--- config.mk ---
export PLATFORM = sky130hd
export DESIGN_NAME = spi_master_xfer
export DESIGN_NICKNAME = d
export VERILOG_FILES = /design/src/rtl/spi_master_xfer_pkg.sv /design/src/rtl/spi_master_xfer_sclk_gen.sv /design/src/rtl/spi_master_xfer.sv
export SDC_FILE = /design/constraint.sdc
export NUM_CORES = 1
export LEC_CHECK = 0
export ABC_AREA = 1
export CAP_MARGIN = 30
export CORE_ASPECT_RATIO = 0.6
export CORE_MARGIN = 2
export CORE_UTILIZATION = 55
export DETAILED_ROUTE_END_ITERATION = 10
export DONT_BUFFER_PORTS = 1
export HOLD_SLACK_MARGIN = 0.1
export PLACE_DENSITY_LB_ADDON = 0.05
export SYNTH_ARGS = -nofsm -noshare
export SYNTH_HDL_FRONTEND = slang
export SYNTH_SLANG_ARGS = --single-unit
--- constraint.sdc ---
create_clock -name clk -period 2 [get_ports clk]
set_clock_uncertainty 0.05 [all_clocks]
set_input_delay 0.4 -clock clk [delete_from_list [all_inputs] [get_ports clk]]
set_output_delay 0.4 -clock clk [all_outputs]
set_load 0.02 [all_outputs]
--- src/rtl/spi_master_xfer_pkg.sv ---
// Shared definitions for the SPI master: transfer FSM state encoding and the
// divider width default that the register block also uses.
package spi_master_xfer_pkg;

  localparam int unsigned SPI_DIV_W_DEF = 8;

  typedef enum logic [2:0] {
    ST_IDLE,
    ST_FETCH,
    ST_LOAD,
    ST_SHIFT,
    ST_NEXT,
    ST_END
  } xfer_state_e;

endpackage

--- src/rtl/spi_master_xfer_sclk_gen.sv ---
// SCLK generator: divider counter, registered sclk and one-cycle rise/fall
// strobes that flag the toggle happening at the end of the current cycle.
module spi_master_sclk_gen #(
  parameter int unsigned DIV_W = 8
) (
  input  logic             clk,
  input  logic             rst,
  input  logic             clr,
  input  logic             en,
  input  logic [DIV_W-1:0] div,
  output logic             sclk,
  output logic             rise,
  output logic             fall
);

  logic [DIV_W-1:0] cnt_q, cnt_d;
  logic             sclk_q, sclk_d;

  // Divider count 0..div; toggle sclk and flag the edge at terminal count.
  always_comb begin
    cnt_d  = cnt_q;
    sclk_d = sclk_q;
    rise   = 1'b0;
    fall   = 1'b0;
    if (clr) begin
      cnt_d  = '0;
      sclk_d = 1'b0;
    end else if (en) begin
      if (cnt_q == div) begin
        cnt_d  = '0;
        sclk_d = ~sclk_q;
        rise   = ~sclk_q;
        fall   = sclk_q;
      end else begin
        cnt_d = cnt_q + DIV_W'(1);
      end
    end
  end

  // Divider and sclk registers.
  always_ff @(posedge clk) begin
    if (rst) begin
      cnt_q  <= '0;
      sclk_q <= 1'b0;
    end else begin
      cnt_q  <= cnt_d;
      sclk_q <= sclk_d;
    end
  end

  assign sclk = sclk_q;

endmodule

--- src/rtl/spi_master_xfer.sv ---
// SPI mode-0 transfer engine: reads words from the TX buffer, shifts them out
// MSB first while capturing MISO, and writes each received word to the RX
// buffer at the same index.
module spi_master_xfer
  import spi_master_xfer_pkg::*;
#(
  parameter int unsigned BUF_DW = 16,
  parameter int unsigned BUF_AW = 5,
  parameter int unsigned DIV_W  = SPI_DIV_W_DEF
) (
  input  logic              clk,
  input  logic              rst,
  input  logic              start,
  input  logic [BUF_AW:0]   count,
  input  logic [DIV_W-1:0]  clk_div,
  output logic              busy,
  output logic              done,
  output logic [BUF_AW-1:0] tx_addr,
  input  logic [BUF_DW-1:0] tx_data,
  output logic              rx_we,
  output logic [BUF_AW-1:0] rx_addr,
  output logic [BUF_DW-1:0] rx_data,
  output logic              spi_cs_n,
  output logic              spi_sclk,
  output logic              spi_mosi,
  input  logic              spi_miso
);

  localparam int unsigned   BCW   = $clog2(BUF_DW + 1);
  localparam logic [BUF_AW:0] DEPTH = {1'b1, {BUF_AW{1'b0}}};

  xfer_state_e       state_q, state_d;
  logic [BUF_AW:0]   n_q, n_d;
  logic [DIV_W-1:0]  div_q, div_d;
  logic [DIV_W-1:0]  end_cnt_q, end_cnt_d;
  logic [BCW-1:0]    bit_cnt_q, bit_cnt_d;
  logic [BUF_DW-1:0] tx_sr_q, tx_sr_d;
  logic [BUF_DW-1:0] rx_sr_q, rx_sr_d;
  logic [BUF_AW-1:0] tx_addr_q, tx_addr_d;
  logic [BUF_AW-1:0] rx_addr_q, rx_addr_d;
  logic [BUF_DW-1:0] rx_data_q, rx_data_d;
  logic              rx_we_q, rx_we_d;
  logic              busy_q, busy_d;
  logic              done_q, done_d;
  logic              cs_n_q, cs_n_d;
  logic              mosi_q, mosi_d;

  logic              gen_clr, gen_en, sclk_rise, sclk_fall;
  logic              words_left;

  assign gen_clr = (state_q == ST_LOAD);
  assign gen_en  = (state_q == ST_SHIFT);

  spi_master_sclk_gen #(
    .DIV_W (DIV_W)
  ) u_sclk_gen (
    .clk  (clk),
    .rst  (rst),
    .clr  (gen_clr),
    .en   (gen_en),
    .div  (div_q),
    .sclk (spi_sclk),
    .rise (sclk_rise),
    .fall (sclk_fall)
  );

  // tx_addr doubles as the word index; it stops at n-1 and never wraps.
  assign words_left = (({1'b0, tx_addr_q} + (BUF_AW+1)'(1)) < n_q);

  // Next-state and datapath updates for the transfer FSM.
  always_comb begin
    state_d   = state_q;
    n_d       = n_q;
    div_d     = div_q;
    end_cnt_d = end_cnt_q;
    bit_cnt_d = bit_cnt_q;
    tx_sr_d   = tx_sr_q;
    rx_sr_d   = rx_sr_q;
    tx_addr_d = tx_addr_q;
    rx_addr_d = rx_addr_q;
    rx_data_d = rx_data_q;
    rx_we_d   = 1'b0;
    busy_d    = busy_q;
    done_d    = 1'b0;
    cs_n_d    = cs_n_q;
    mosi_d    = mosi_q;

    unique case (state_q)
      ST_IDLE: begin
        if (start) begin
          if (count == '0) begin
            done_d = 1'b1;
          end else begin
            n_d       = (count > DEPTH) ? DEPTH : count;
            div_d     = clk_div;
            tx_addr_d = '0;
            cs_n_d    = 1'b0;
            busy_d    = 1'b1;
            state_d   = ST_FETCH;
          end
        end
      end

      ST_FETCH: begin
        state_d = ST_LOAD;
      end

      ST_LOAD: begin
        tx_sr_d   = tx_data;
        mosi_d    = tx_data[BUF_DW-1];
        bit_cnt_d = '0;
        state_d   = ST_SHIFT;
      end

      ST_SHIFT: begin
        if (sclk_rise) begin
          rx_sr_d   = {rx_sr_q[BUF_DW-2:0], spi_miso};
          bit_cnt_d = bit_cnt_q + BCW'(1);
        end
        if (sclk_fall) begin
          // The received word is complete well before the final fall, so the
          // RX write is registered here and appears during NEXT.
          if (bit_cnt_q == BCW'(BUF_DW)) begin
            rx_we_d   = 1'b1;
            rx_addr_d = tx_addr_q;
            rx_data_d = rx_sr_q;
            state_d   = ST_NEXT;
          end else begin
            tx_sr_d = tx_sr_q << 1;
            mosi_d  = tx_sr_q[BUF_DW-2];
          end
        end
      end

      ST_NEXT: begin
        if (words_left) begin
          tx_addr_d = tx_addr_q + BUF_AW'(1);
          state_d   = ST_FETCH;
        end else begin
          cs_n_d    = 1'b1;
          end_cnt_d = '0;
          state_d   = ST_END;
        end
      end

      ST_END: begin
        // CS-high hold of div+1 cycles, then the registered done cycle.
        if (done_q) begin
          busy_d  = 1'b0;
          state_d = ST_IDLE;
        end else if (end_cnt_q == div_q) begin
          done_d = 1'b1;
        end else begin
          end_cnt_d = end_cnt_q + DIV_W'(1);
        end
      end

      default: begin
        state_d = ST_IDLE;
      end
    endcase
  end

  // State and output registers; reset aborts any transfer immediately.
  always_ff @(posedge clk) begin
    if (rst) begin
      state_q   <= ST_IDLE;
      n_q       <= '0;
      div_q     <= '0;
      end_cnt_q <= '0;
      bit_cnt_q <= '0;
      tx_sr_q   <= '0;
      rx_sr_q   <= '0;
      tx_addr_q <= '0;
      rx_addr_q <= '0;
      rx_data_q <= '0;
      rx_we_q   <= 1'b0;
      busy_q    <= 1'b0;
      done_q    <= 1'b0;
      cs_n_q    <= 1'b1;
      mosi_q    <= 1'b0;
    end else begin
      state_q   <= state_d;
      n_q       <= n_d;
      div_q     <= div_d;
      end_cnt_q <= end_cnt_d;
      bit_cnt_q <= bit_cnt_d;
      tx_sr_q   <= tx_sr_d;
      rx_sr_q   <= rx_sr_d;
      tx_addr_q <= tx_addr_d;
      rx_addr_q <= rx_addr_d;
      rx_data_q <= rx_data_d;
      rx_we_q   <= rx_we_d;
      busy_q    <= busy_d;
      done_q    <= done_d;
      cs_n_q    <= cs_n_d;
      mosi_q    <= mosi_d;
    end
  end

  assign busy     = busy_q;
  assign done     = done_q;
  assign tx_addr  = tx_addr_q;
  assign rx_we    = rx_we_q;
  assign rx_addr  = rx_addr_q;
  assign rx_data  = rx_data_q;
  assign spi_cs_n = cs_n_q;
  assign spi_mosi = mosi_q;

endmodule

# After elaboration in Yosys (flattened, before gate mapping)
# Index checks and enable logic that the tools add are counted.
[totals] ff_bits=101 in_bits=34 out_inout_bits=32 wordCells=111
[op_classes] n_addsub=5 n_lt_le_gt_ge=2 n_eq_ne=19 n_mux=45 bitwise=4 reduce_logical=19
[op_table] operator="$mux 8" n=4
[op_table] operator="$mux 15" n=2
[op_table] operator="$pmux 15 s2" n=1
[op_table] operator="$mux 5" n=4
[op_table] operator="$pmux 5 s2" n=2
[op_table] operator="$mux 1" n=19
[op_table] operator="$mux 3" n=6
[op_table] operator="$pmux 3 s6" n=1
[op_table] operator="$add 8x1->8 const B" n=2
[op_table] operator="$eq 8x8->1" n=2
[op_table] operator="$ne 2x2->1 const B" n=8
[op_table] operator="$pmux 8 s2" n=1
[op_table] operator="$reduce_and 4->1" n=4
[op_table] operator="$add 5x1->5 const B" n=2
[op_table] operator="$reduce_and 3->1" n=3
[op_table] operator="$pmux 1 s2" n=4
[op_table] operator="$reduce_bool 2->1" n=4
[op_table] operator="$add 5x1->6 const B" n=1
[op_table] operator="$eq 3x2->1 const B" n=2
[op_table] operator="$eq 3x3->1 const B" n=2
[op_table] operator="$gt 6x6->1 const B" n=1
[op_table] operator="$logic_not 6->1" n=1
[op_table] operator="$lt 6x6->1" n=1
[op_table] operator="$mux 6" n=1
[op_table] operator="other kinds (9)" n=16

# Depth between registers and ports, before layout
# Gate-level depths: netlist of the first run.
[depth] depth_word=6 ltp_mapped=14 ltp_nobuf=14

# Cells and area by module
# Synthesis of the first run repeated with hierarchy kept, for this count alone.
[unflattened] hier_cells=697 area_unflattened_um2=4828.4
[by_module_without_submodules] mod="spi_master_xfer" instances=1 cells_each=569 area_per_inst_um2=4130.2
[by_module_without_submodules] mod="spi_master_sclk_gen" instances=1 cells_each=128 area_per_inst_um2=698.2

# Worst setup path before layout of the first run
# No wires, ideal clock.
[synth_path] path_kind="register -> register" start="reg tx_addr_q[0] (netlist: tx_addr[0])" end="reg end_cnt_q[0]" setup_ps=116 arrival_ps=2265 required_ps=1834 path_slack_ps=-431 stages_incl_launch_ff=12 n_path_buf=0 cell_sequence="dfxtp_1 ha_1 nand3_1 xor2_1 ha_1 nand4_1 o21ai_0 nand2_1 nand2_1 nand2_2 o21ai_0 nor2_1"
[synth_between] elab_chain_len=4
[synth_rtl] item="start, declared" line="spi_master_xfer.sv:39" source="logic [BUF_AW-1:0] tx_addr_q, tx_addr_d;"
[synth_rtl] item="start signal, assigned" line="spi_master_xfer.sv:190" source="tx_addr_q <= tx_addr_d;"
[synth_rtl] item="$add 5x1->6" line="spi_master_xfer.sv:68" source="assign words_left = (({1'b0, tx_addr_q} + (BUF_AW+1)'(1)) < n_q);"
[synth_rtl] item="$lt 6x6->1" line="spi_master_xfer.sv:68"
[synth_rtl] item="$ne 2x2->1 (no line)"
[synth_rtl] item="$reduce_and 4->1 (no line)"
[synth_rtl] item="end signal, assigned" line="spi_master_xfer.sv:186" source="end_cnt_q <= end_cnt_d;"
[synth_rtl] item="end, declared" line="spi_master_xfer.sv:35" source="logic [DIV_W-1:0] end_cnt_q, end_cnt_d;"
# No other way between the ends.
# A chain may end at the register's enable or synchronous reset.

# Worst setup path after layout of the first run
[layout_path] start="reg tx_addr_q[1] (netlist: tx_addr[1])" end="reg end_cnt_q[1]"
# The elaborated chain is that of the path after synthesis.

==> reports/results.tsv, run 1 <==
metric	value	unit
status	finished, violations left	
failing checks	setup timing	
clk root buf	clkbuf_16	
clock buffers created by TritonCTS	9	
Leak	2.48	nW
footprint of the multi-input gates	2560	um2
FF+latch area	2040	um2
height of the die	77.0	um
RD Place Congestion	0.845	
FMAX	477	MHz
Seq/Total Area, Yosys	0.414	
fill count	769	
ys flop type	dfxtp_1	
Max Cap Violations	0	
Syn Inst Count	702	
async set-or-reset flop fraction in the synthesized netlist	0	
Synth Area per Inst	6.95	um2
number of global-route vias before repair	4049	
Clock Path Buffers	2	
hpwl dp	7470	um
P per Cell Area	1060	nW/um2
Placed Area	5100	um2
crit path kind	reg2reg	
Slowest cell on crit path	dfxtp_4	
Syn Nets	746	
wire length per cell	13.1	um
initial antenna violation count	0	
detailed-route DRC error count	0	
post-layout min period	2.10	ns
synth unique cells	33	
PortBufs	0	
leading post-synthesis cells by cell area	dfxtp_1 (41%), nand2_1 (14%), nor2_1 (8.5%)	
Pins Over Slew Limit	0	
DIE AREA	9670	um2
Int Power	3.81	mW
Overall Global Routing Usage	0.236	
Max FO, Critical Path	8	
register bit total from synthesis	101	
RSZ-0062 raised after global routing	true	
Crit. End Element	flop	
Pre-antenna DRT Iters	4	
H-tree Lvls	3	
gr ovfl total	0	
most frequent cells in the layout	nand2_1 (174), nor2_1 (107), dfxtp_1 (96), inv_1 (82), a21oi_1 (43)	
Starting Density	0.571	
startpoint types	flop	
Tcrit/Tclk final	1.05	
CP required	2.19	ns
antenna-violating nets left	0	
Worst-Margin Slew	0.502	ns
design area	5620	um2
CTS sink count	101	
sequential power share	0.420	
Logic pwr share	0.300	
hold crit path type	in2reg	
drt via density	5.12	
Die W	126	um
Slowest Stage Delay on Critical Path	0.38	ns
Clk Latency, worst-skew pair	0.34	ns
arrival time at the worst endpoint	2.29	ns
first-pass GRT wire length	18900	um
largest net degree at the start of global routing	55	
clock slew at reported path FFs	0.07	ns
Cell Chain, Critical Path	ha_4, nand3_4, xor2_4, ha_4, nand2_2, a21oi_2, nor2_2, o21ai_2, nand2_2, nand2_4, nand2_8, o21ai_2, nor2_1	
final net count	756	
# IOs	66	
most common cell after layout, fill and taps aside	nand2_1	
Layout area overhead	15.0	%
Switch Pwr	2.16	mW
routed vias	4246	
CTS tree	built	
setup ws final	-0.0967	ns
Clk pwr share	0.280	
Sw Share	0.362	
# diodes	0	
Post-synth EDFFs	0	
total wire length	10900	um
Final Hold Fails	0	
Worst slew margin	0.664	
Post-Syn Area	4880	um2
leading area contributor after synthesis	dfxtp_1	
Rows	26	
Final setup viols	12	
share of post-route cells with drive strength above 1	0.130	
core area	8560	um2
starting DRC count in detailed routing	289	
placed instance count	807	
top cell type's share of synthesized area	0.414	
Layout Cells excl Fill	829	
Max IR drop VDD	617	uV
Synth Warn #	0	
-- Yosys cell counts (2+ instances only) --
cell,count
a21oi_1,48
a21o_1,2
buf_6,4
ha_1,10
a211oi_1,9
a22oi_1,5
dfxtp_1,101
buf_2,10
and2_1,2
a211oi_2,8
clkbuf_1,14
xnor2_1,11
nor3b_1,3
nor2_1,111
nor3_1,4
xor2_1,11
buf_4,2
inv_1,83
nand3b_1,2
o21ai_0,18
nand2_1,183
nand2_2,2
nand4_1,8
nand3_1,42
-- layout make-up --
cell class / count / share of cell area
well taps: 112 / 0.0250
flip-flops and latches: 101 / 0.363
clock buffers: 11 / 0.0432
repair buffers: 28 / 0.0497
multi-input cells: 488 / 0.456
inverters: 84 / 0.0561
clock inverters: 5 / 0.00780
-- repair_timing --
action / in CTS / in global routing
gates resized for setup: 9 / 31
hold buffers: 1 / 0
setup buffers: 1 / 3
endpoints found under the setup margin: 14 / 22
cloned: 1 / 0
pin swaps: 5 / 13
hold endpoints to repair: 54 / 0
-- routing by layer --
metal  up-vias  routed length, um  global-route usage
met5         -                  0                   0
met4         0                 87              0.0600
met3         9                593              0.0551
met2        98               4800               0.357
met1      1903               5390               0.341
li1       2236                  -                   -
-- path summary, 6_finish.rpt --
| path | endpoint | slack [ns] | depth (start not counted) | start |
|---|---|---|---|---|
| worst min register to register | tx_sr_q[8] | 0.41 | 2 | tx_sr_q[8] |
| worst min-delay path | n_q[2] | 0.15 | 2 | count[2] |
| worst max register to register | end_cnt_q[1] | -0.1 | 13 | tx_addr[1] |
| worst max-delay path | end_cnt_q[1] | -0.1 | 13 | tx_addr[1] |
-- power by group through the flow --
| stage | logic, mW | registers (mW) | clock network, mW |
|---|---|---|---|
| after floorplan | 1.26 | 2.50 | 0 |
| after global placement | 1.56 | 2.54 | 0 |
| after detailed placement | 1.60 | 2.55 | 0 |
| after CTS | 1.70 | 2.51 | 1.71 |
| after global routing | 2.04 | 2.55 | 1.79 |
| final | 1.79 | 2.51 | 1.68 |
-- kinds of logic after synthesis --
| group | share of synthesized area |
|---|---|
| AOI/OAI and AO/OA | 0.117 |
| xor gates and xnor gates | 0.0395 |
| adders and majority gates | 0.0256 |
| buffers and inverters | 0.0979 |
| DFF | 0.414 |
| and+or+nand+nor | 0.306 |
-- worst max-delay path, delay by kind of cell, from the launching register on --
kind / cells / cell delay [ns]
DFF: 1 / 0.38
AOI/OAI and AO/OA: 3 / 0.35
and+or+nand+nor: 7 / 0.59
xor gates and xnor gates: 1 / 0.17
adders and majority gates: 2 / 0.45
-- flip-flops by register name, summed over array words and instances (netlist names), 3 cells and up --
signal,count
n_q,6
u_sclk_gen.cnt_q,8
rx_addr,5
tx_addr,5
tx_sr_q,15
div_q,8
state_q,3
rx_data,16
end_cnt_q,8
bit_cnt_q,5
rx_sr_q,16
-- per-stage QoR --
step / power (mW) / setup TNS (ns) / hold slack [ns] / util / worst slack [ns]
2_1_floorplan: 3.77 / -0.335 / 0.388 / - / -0.0614
3_3_place_gp: 4.10 / -0.287 / 0.392 / 0.597 / -0.0612
3_5_place_dp: 4.15 / -1.75 / 0.398 / 0.597 / -0.177
4_1_cts: 5.92 / -1.29 / 0.142 / 0.639 / -0.118
5_1_grt: 6.37 / -2.09 / 0.161 / 0.656 / -0.225
6_report: 5.98 / -0.579 / 0.154 / 0.656 / -0.0967
Power figures use the tool's default switching activity.
==> run 2, diff against run 1 <==
HOLD_SLACK_MARGIN = default   (was 0.1)
SLEW_MARGIN = 20   (was default)
==> run 2 against run 1 <==
Effect of this change: the flow still finishes with violations (setup timing); global-route usage down 0.18 points; sequential share of layout area up 0.48 points; fmax grew 0.28%; die area did not move; power down 1.0%; largest power group unchanged.
==> reports/results.tsv, run 2 (synthesis results as in run 1) <==
metric	value	unit	change
status	finished, violations left		
H-tree Lvls	3		unchanged
core area	8560	um2	unchanged
total wire length	10800	um	-1.1%
Layout area overhead	13.5	%	
routed vias	4243		-0.071%
antenna-violating nets left	0		unchanged
hold_buf cts	0		-1
Worst slew margin	0.666		+0.00127
design area	5540	um2	-1.4%
post-layout min period	2.09	ns	-0.00580 ns
Slowest Stage Delay on Critical Path	0.38	ns	about the same
Placed Area	5100	um2	unchanged
fill count	776		+0.91%
Max FO, Critical Path	8		unchanged
Tcrit/Tclk final	1.05		-0.00290
detailed-route DRC error count	0		unchanged
starting DRC count in detailed routing	304		+5.2%
Final setup viols	12		unchanged
height of the die	77.0	um	unchanged
FMAX	478	MHz	+0.28%
startpoint types	flop		
PortBufs	0		unchanged
CP required	2.19	ns	about the same
Final Hold Fails	0		unchanged
Clock Path Buffers	2		unchanged
clock slew at reported path FFs	0.07	ns	about the same
final net count	755		-0.13%
Cell Chain, Critical Path	ha_4, nand3_4, xor2_2, ha_4, nand2_1, a21oi_2, nor2_2, o21ai_2, nand2_2, nand2_4, nand2_8, o21ai_2, nor2_1		
Starting Density	0.571		unchanged
WHS Path Cells	1		-1
gr ovfl total	0		unchanged
largest net degree at the start of global routing	58		+5.5%
Worst-Margin Slew	0.500	ns	-0.00190 ns
clk root buf	clkbuf_16		
most frequent cells in the layout	nand2_1 (179), nor2_1 (108), dfxtp_1 (97), inv_1 (82), a21oi_1 (45)		
RSZ-0062 raised after global routing	true		
Crit. End Element	flop		
hold crit path type	in2reg		
clock buffers created by TritonCTS	9		unchanged
# IOs	66		unchanged
arrival time at the worst endpoint	2.28	ns	about the same
Slowest cell on crit path	dfxtp_4		
Max Cap Violations	0		unchanged
number of global-route vias before repair	4017		-0.79%
crit path kind	reg2reg		
share of post-route cells with drive strength above 1	0.115		-0.0152
Pre-antenna DRT Iters	5		+1
drt via density	5.12		about the same
Layout Cells excl Fill	828		-0.12%
Leak	2.46	nW	-0.75%
DIE AREA	9670	um2	unchanged
Die W	126	um	unchanged
P per Cell Area	1070	nW/um2	+0.34%
CTS sink count	101		unchanged
# diodes	0		unchanged
placed instance count	807		unchanged
first-pass GRT wire length	18800	um	-0.58%
RD Place Congestion	0.845		unchanged
Max IR drop VDD	617	uV	about the same
CTS tree	built		
most common cell after layout, fill and taps aside	nand2_1		
initial antenna violation count	0		unchanged
hpwl dp	7470	um	unchanged
worst reg2reg path depth	13		unchanged
Clk Latency, worst-skew pair	0.34	ns	about the same
setup ws final	-0.0909	ns	+0.00580 ns
wire length per cell	13.0	um	-0.97%
Rows	26		unchanged
failing checks	setup timing		
Pins Over Slew Limit	0		unchanged
Overall Global Routing Usage	0.235		-0.00184
-- run 2: cell count changes in the layout (fill, tap and decap cells not counted), moves of 2 or more --
cell     before  now
a21oi_1      43   45
a21oi_2       5    3
nand2_1     174  179
nand2_2       8    4
-- run 2: area by class of cell --
type | count | area, um2 | area share
clock buffer | 11 | 243 | 0.0438
clock inverter | 5 | 43.8 | 0.00791
inverter | 84 | 315 | 0.0569
multi-input combinational | 488 | 2510 | 0.454
sequential | 101 | 2030 | 0.367
tap | 112 | 140 | 0.0253
timing repair buffer | 27 | 248 | 0.0447
-- run 2: what timing repair did --
item                                   in CTS  in global routing
setup endpoints to repair                  14                 22
gates resized for setup                     9                 18
pin swaps                                   5                  8
endpoints found under the hold margin       0                  0
buffers inserted                            1                  3
gates cloned                                1                  0
-- run 2: layer usage --
layer | up-vias | GRT usage | routed length [um]
met1 | 1905 | 0.340 | 5340
li1 | 2232 | - | -
met4 | 0 | 0.0600 | 74
met5 | - | 0 | 0
met3 | 7 | 0.0537 | 625
met2 | 99 | 0.353 | 4710
-- run 2: path summary, 6_finish.rpt --
kind	startpoint	endpoint	slack [ns]
max reg2reg	tx_addr[1]	end_cnt_q[1]	-0.09
max	tx_addr[1]	end_cnt_q[1]	-0.09
min	rst	tx_addr[4]	0.07
min reg2reg	tx_sr_q[8]	tx_sr_q[8]	0.41
-- run 2: worst max-delay path, delay by kind of cell, from the launching register on --
| family | cells | cell delay, ns |
|---|---|---|
| AO/OA/AOI/OAI | 3 | 0.35 |
| XOR/XNOR | 1 | 0.18 |
| adder cells (fa/ha/maj) | 2 | 0.44 |
| flip-flops | 1 | 0.38 |
| AND/OR/NAND/NOR | 7 | 0.60 |
-- run 2: power by group --
part | switching [mW] | total, mW | internal, mW
Clock | 0.777 | 1.67 | 0.895
Sequential | 0.245 | 2.51 | 2.26
Combinational | 1.10 | 1.74 | 0.638
Total | 2.12 | 5.92 | 3.80
-- run 2: metrics by stage --
step           total power [mW]  worst slack, ns  hold WS [ns]  setup TNS (ns)  utilization
3_5_place_dp               4.15           -0.177         0.398           -1.75        0.597
3_3_place_gp               4.10          -0.0612         0.392          -0.287        0.597
2_1_floorplan              3.77          -0.0614         0.388          -0.335            -
4_1_cts                    5.89           -0.118        0.0536           -1.24        0.636
6_report                   5.92          -0.0909        0.0665          -0.518        0.647
5_1_grt                    6.31           -0.215        0.0451           -2.10        0.647
